`src/rtl/sram_fifo_pkg.sv`:
```
// Shared types and constants for the SRAM-backed FIFO controller.
package sram_fifo_pkg;
  localparam int OBUF_DEPTH = 2;
  typedef logic [1:0] ocnt_t;
endpackage

```
`src/rtl/sram_fifo_obuf.sv`:
```
// Two-entry output buffer: absorbs SRAM read returns (or bypassed pushes) and
// presents the oldest entry as the pop head.
module sram_fifo_obuf
  import sram_fifo_pkg::*;
#(
  parameter int DATA_WIDTH = 32
) (
  input  logic                  clk,
  input  logic                  rst_n,
  input  logic                  flush_i,
  input  logic                  app_valid_i,
  input  logic [DATA_WIDTH-1:0] app_data_i,
  input  logic                  pop_i,
  output logic [DATA_WIDTH-1:0] head_o,
  output logic [1:0]            ocnt_o
);

  ocnt_t                 ocnt_q, ocnt_d, cnt_after_pop;
  logic [DATA_WIDTH-1:0] ent0_q, ent0_d, ent1_q, ent1_d;

  // Pop shifts first, then the append lands in the first free slot, so a
  // simultaneous append and pop keeps arrival order.
  always_comb begin
    cnt_after_pop = ocnt_q - ocnt_t'(pop_i);
    ent0_d        = pop_i ? ent1_q : ent0_q;
    ent1_d        = ent1_q;
    ocnt_d        = cnt_after_pop;
    if (app_valid_i) begin
      if (cnt_after_pop == 2'd0) begin
        ent0_d = app_data_i;
      end else begin
        ent1_d = app_data_i;
      end
      ocnt_d = cnt_after_pop + 2'd1;
    end
    if (flush_i) begin
      ocnt_d = 2'd0;
    end
  end

  always_ff @(posedge clk or negedge rst_n) begin
    if (!rst_n) begin
      ocnt_q <= 2'd0;
      ent0_q <= '0;
      ent1_q <= '0;
    end else begin
      ocnt_q <= ocnt_d;
      ent0_q <= ent0_d;
      ent1_q <= ent1_d;
    end
  end

  assign head_o = ent0_q;
  assign ocnt_o = ocnt_q;

endmodule

```
`src/rtl/sram_fifo_ctrl.sv`:
```
// FIFO controller for an external 1R1W SRAM with a 2-entry read-latency buffer.
// Optional macro SRAM_FIFO_BYPASS_EN: pushes into an empty FIFO skip the SRAM.
module sram_fifo_ctrl
  import sram_fifo_pkg::*;
#(
  parameter  int DATA_WIDTH = 32,
  parameter  int DEPTH      = 1024,
  localparam int ADDR_WIDTH = $clog2(DEPTH),
  localparam int CNT_WIDTH  = $clog2(DEPTH + 3)
) (
  input  logic                  clk,
  input  logic                  rst_n,
  input  logic                  flush,
  input  logic                  push_valid,
  output logic                  push_ready,
  input  logic [DATA_WIDTH-1:0] push_data,
  output logic                  pop_valid,
  input  logic                  pop_ready,
  output logic [DATA_WIDTH-1:0] pop_data,
  output logic [CNT_WIDTH-1:0]  count,
  output logic                  sram_write_en,
  output logic [ADDR_WIDTH-1:0] sram_write_addr,
  output logic [DATA_WIDTH-1:0] sram_write_data,
  output logic                  sram_read_en,
  output logic [ADDR_WIDTH-1:0] sram_read_addr,
  input  logic [DATA_WIDTH-1:0] sram_read_data
);

  localparam int                    SCNT_WIDTH = $clog2(DEPTH + 1);
  localparam logic [ADDR_WIDTH-1:0] LAST_ADDR  = ADDR_WIDTH'(DEPTH - 1);
  localparam logic [SCNT_WIDTH-1:0] FULL_CNT   = SCNT_WIDTH'(DEPTH);
  localparam logic [2:0]            OBUF_LIM   = 3'(OBUF_DEPTH);

  logic [ADDR_WIDTH-1:0] wr_ptr_q, wr_ptr_d, rd_ptr_q, rd_ptr_d;
  logic [SCNT_WIDTH-1:0] sram_cnt_q, sram_cnt_d;
  logic                  inflight_q, inflight_d;
  logic [1:0]            ocnt;
  logic [2:0]            obuf_load;
  logic                  push_fire, pop_fire, bypass, wr_en, rd_en;
  logic                  app_valid;
  logic [DATA_WIDTH-1:0] app_data;

  // Space is judged on SRAM occupancy alone; the buffer slots are extra slack.
  assign push_ready = (sram_cnt_q != FULL_CNT);
  assign pop_valid  = (ocnt != 2'd0);
  assign push_fire  = push_valid && push_ready && !flush && rst_n;
  assign pop_fire   = pop_valid && pop_ready;

  // Buffer slots committed next cycle if no new read is issued now.
  assign obuf_load = {1'b0, ocnt} + {2'b00, inflight_q} - {2'b00, pop_fire};

`ifdef SRAM_FIFO_BYPASS_EN
  assign bypass = push_fire && (sram_cnt_q == '0) && !inflight_q &&
                  (({1'b0, ocnt} - {2'b00, pop_fire}) < OBUF_LIM);
`else
  assign bypass = 1'b0;
`endif

  assign wr_en = push_fire && !bypass;
  assign rd_en = !flush && (sram_cnt_q != '0) && (obuf_load < OBUF_LIM);

  assign sram_write_en   = wr_en;
  assign sram_write_addr = wr_ptr_q;
  assign sram_write_data = push_data;
  assign sram_read_en    = rd_en;
  assign sram_read_addr  = rd_ptr_q;

  assign app_valid = inflight_q || bypass;
  assign app_data  = inflight_q ? sram_read_data : push_data;

  assign count = CNT_WIDTH'(sram_cnt_q) + CNT_WIDTH'(inflight_q) + CNT_WIDTH'(ocnt);

  always_comb begin
    wr_ptr_d   = wr_ptr_q;
    rd_ptr_d   = rd_ptr_q;
    sram_cnt_d = sram_cnt_q + SCNT_WIDTH'(wr_en) - SCNT_WIDTH'(rd_en);
    inflight_d = rd_en;
    if (wr_en) begin
      wr_ptr_d = (wr_ptr_q == LAST_ADDR) ? '0 : ADDR_WIDTH'(wr_ptr_q + 1'b1);
    end
    if (rd_en) begin
      rd_ptr_d = (rd_ptr_q == LAST_ADDR) ? '0 : ADDR_WIDTH'(rd_ptr_q + 1'b1);
    end
    if (flush) begin
      wr_ptr_d   = '0;
      rd_ptr_d   = '0;
      sram_cnt_d = '0;
      inflight_d = 1'b0;
    end
  end

  always_ff @(posedge clk or negedge rst_n) begin
    if (!rst_n) begin
      wr_ptr_q   <= '0;
      rd_ptr_q   <= '0;
      sram_cnt_q <= '0;
      inflight_q <= 1'b0;
    end else begin
      wr_ptr_q   <= wr_ptr_d;
      rd_ptr_q   <= rd_ptr_d;
      sram_cnt_q <= sram_cnt_d;
      inflight_q <= inflight_d;
    end
  end

  sram_fifo_obuf #(
    .DATA_WIDTH(DATA_WIDTH)
  ) u_obuf (
    .clk        (clk),
    .rst_n      (rst_n),
    .flush_i    (flush),
    .app_valid_i(app_valid),
    .app_data_i (app_data),
    .pop_i      (pop_fire),
    .head_o     (pop_data),
    .ocnt_o     (ocnt)
  );

endmodule

```
`config.mk`:
```
export PLATFORM = sky130hd
export DESIGN_NAME = sram_fifo_ctrl
export DESIGN_NICKNAME = d
export VERILOG_FILES = /design/src/rtl/sram_fifo_pkg.sv /design/src/rtl/sram_fifo_obuf.sv /design/src/rtl/sram_fifo_ctrl.sv
export SDC_FILE = /design/constraint.sdc
export NUM_CORES = 1
export LEC_CHECK = 0
export ABC_AREA = 1
export CAP_MARGIN = 5
export CORE_UTILIZATION = 45
export CTS_CLUSTER_DIAMETER = 100
export DETAILED_ROUTE_END_ITERATION = 8
export PLACE_DENSITY = 0.78
export SLEW_MARGIN = 30
export SYNTH_ARGS = -nofsm -noshare
export SYNTH_HDL_FRONTEND = slang
export SYNTH_SLANG_ARGS = --single-unit
```
`constraint.sdc`:
```
create_clock -name clk -period 4.7 [get_ports clk]
set_clock_uncertainty 0.2 [all_clocks]
set_input_delay 1.41 -clock clk [delete_from_list [all_inputs] [get_ports clk]]
set_output_delay 1.41 -clock clk [all_outputs]
set_load 0.01 [all_outputs]
```
==> results.tsv <==
metric	value	unit
rows	39	
drt_iter0_drc	358	
place_worst_setup_slack	-727	ps
drive_gt1_frac	0.110	
drc_errors	14	
crit_chain	clkdlybuf4s50_1 -> inv_4 -> and3_4 -> nand2_4 -> inv_1 -> clkdlybuf4s50_1	
min_path_cells	2	
synth.avg_cell_area	8.41	sq um
numCtsBuffers	9	
setup_slack	128	ps
seq_area_frac_synth	0.452	
first_pass_iters	7	
grt_max_degree	65	
grt_pass1_vias	4396	
regArea	2450	sq um
arrival	2960	ps
r2r_start	u_obuf.ocnt_o[1]	
finish.utilization	0.590	
insertion_delay	350	ps
vdd_drop_max	0.297	mV
htreeDepth	3	
critical-path-max-stage-delay	560	ps
gr-total-overflow	0	
synth_compound_area_frac	0.117	
clock-sinks	98	
syn2layout_area_growth	26.1	%
crit_fanout	10	
clockBufferDepth	2	
die_height	112	um
netlist_area	5430	sq um
timing.hold.ws	296	ps
antenna_found_initial	0	
power	4.38	mW
min_from	u_obuf.ent1_q[11]	
ys_ff_latch	98	
crit_buf_inv	4	
fill_cells	978	
gp_congestion	0.858	
diodes	0	
cp-start-kind	input pin	
synth_xor_area_frac	0.0290	
dp_hpwl	8410	um
syn_inst	646	
yosys_warnings	0	
rrSetupSlack	680	ps
relSlewSlack	0.464	
io_pins	168	
worstSetupPathType	in2out	
synthAdderAreaFrac	0.0769	
clock-root-buffer	clkbuf_16	
crit_top_cell	clkdlybuf4s50_1	
port_buffers	103	
initial_core_util	0.468	
nets	839	
drt-vias-per-instance	5.11	
worst_ep_required_time	3090	ps
routed_wl	12700	um
synthTopCellsByArea	dfrtp_1 45%, nand2_1 8.0%, ha_1 6.2%	
critPathTopFamily	buffers and inverters	
clk_pin_slew	70	ps
multi_input_area	2340	sq um
core_area	11600	sq um
netlist.area_leader.share	0.452	
power.density	640	nW/um^2
maxCapViolCount	0	
drt-wirelength-per-cell	14.3	um
antenna_left	0	
worst_slew_pin_slew	804	ps
synth_top_area_cell	dfrtp_1	
post-route-period-util	0.973	
finalSetupViolCount	0	
grt_usage	0.209	
synth-simple-area-share	0.180	
power.leakage	3.30	nW
rsz0062_at_grt	no	
max_freq	219	MHz
syn_nets	746	
synthMuxAreaShare	0.0221	
holdPathEnd	u_obuf.ent1_q[11]	
finalMaxSlewViolations	0	
cts_tree	built	
critPathCaptureType	output port	
violations	DRC	
synth.distinct_cells	33	
holdCritPathClass	reg2reg	
die_area	12500	sq um
hold_violations	0	
dr_total_vias	4535	
hold_buffers	0	
status	complete, but fails checks	
worst_path_max_delay_cell	clkdlybuf4s50_1	
r2r_end	u_obuf.ent1_q[16]	
r2r_cells	24	
grt_pass1_wl	20900	um
post-route-min-period	4570	ps
synth_top_family_by_area	simple AND/OR/NAND/NOR gates	
fp.dieW	112	um
cell families (layout without fill, tap and decap cells):
family / Yosys count / after routing
adder cells (fa/ha/maj): 31 / 31
AND/OR/NAND/NOR: 234 / 235
multiplexers: 8 / 8
XOR/XNOR: 18 / 18
buffers and inverters: 140 / 237
AO/OA/AOI/OAI: 117 / 117
flip-flops: 98 / 98
placed cells by master (no fill, tap or decap), types with 9 or more instances in the layout:
cell type and instances:
a21oi_1 12, buf_4 29, clkbuf_16 9, clkdlybuf4s50_1 100, dfrtp_1 98, ha_1 26, inv_1 81, nand2_1 114
nand3_1 21, nor2_1 76, o21ai_0 41, o21ai_1 25, o22ai_1 27, xor2_1 15
worst min-delay path, stage by stage (launching register included):
cell     delay, ps
dfrtp_1        350
nand2_1         50
o21ai_1         60
area by class of cell:
cell class,instances,share of cell area
inverter,89,0.0491
multi-input combinational,409,0.341
clock buffer,9,0.0329
sequential,98,0.358
clock inverter,7,0.00986
timing repair buffer,132,0.182
tap,143,0.0261
metal layers:
layer | up-vias | routed length [um] | global-route usage
met5 | - | 0 | 0
met4 | 0 | 292 | 0.0910
met3 | 37 | 931 | 0.0468
met2 | 162 | 5790 | 0.330
met1 | 2106 | 5710 | 0.276
li1 | 2230 | - | -
Yosys cell counts:
cell type and number:
xnor2_1 3, ha_1 27, nand4_1 4, buf_1 1
o21ai_0 42, inv_4 1, nand3b_1 1, nand3_1 21
inv_2 6, nand2_1 116, o21bai_1 2, buf_6 1
nand2_2 4, nor2_2 1, nor2_1 77, buf_2 9
o21a_1 1, clkbuf_1 7, inv_1 82, nor2_4 1
or2_1 1, o22ai_1 27, a31oi_1 8, buf_4 33
xor2_1 15, a21oi_1 12, mux2_4 8, dfrtp_1 98
nand2_4 3, fa_1 4, o21ai_1 25, nor3_1 4
and3_4 1
per-stage QoR:
step / cell area (sq um) / TNS (ps) / std cells
3_5_place_dp: 6410 / -3590 / 855
5_1_grt: 6850 / 0 / 887
4_1_cts: 6820 / 0 / 885
6_report: 6850 / 0 / 887
2_1_floorplan: 5430 / 0 / 646
3_3_place_gp: 6410 / -2610 / 855
power breakdown:
group	switching [mW]	internal [mW]	leakage [nW]
Combinational	1.16	1.06	1.93
Sequential	0.228	1.20	1.22
Clock	0.328	0.413	0.150
Total	1.71	2.67	3.30
timing repair:
item | CTS | global route
resized for setup | 9 | 10
pin swaps | 2 | 2
endpoints found under the setup margin | 5 | 69
hold endpoints to repair | 0 | 0
gates cloned | 0 | 1
buffers inserted | 14 | 1
how the worst max path moves through the flow:
stage          startpoint                end  slack [ps]  cells after the start
6_report            flush      sram_write_en         130                      6
5_1_grt         pop_ready  u_obuf.head_o[25]         0.2                     25
4_1_cts         pop_ready       sram_read_en           2                     14
3_5_place_dp    pop_ready       sram_read_en        -730                     14
3_3_place_gp    pop_ready       sram_read_en        -690                     14
2_1_floorplan   pop_ready      sram_cnt_q[8]         150                     25
sequential cells by signal, indices dropped and copies added (netlist names):
signal,cells
app_valid,1
u_obuf.head_o,32
sram_read_addr,10
sram_cnt_q,11
u_obuf.ent1_q,32
u_obuf.ocnt_o,2
sram_write_addr,10
No activity file was read; power rests on OpenSTA's default activity.
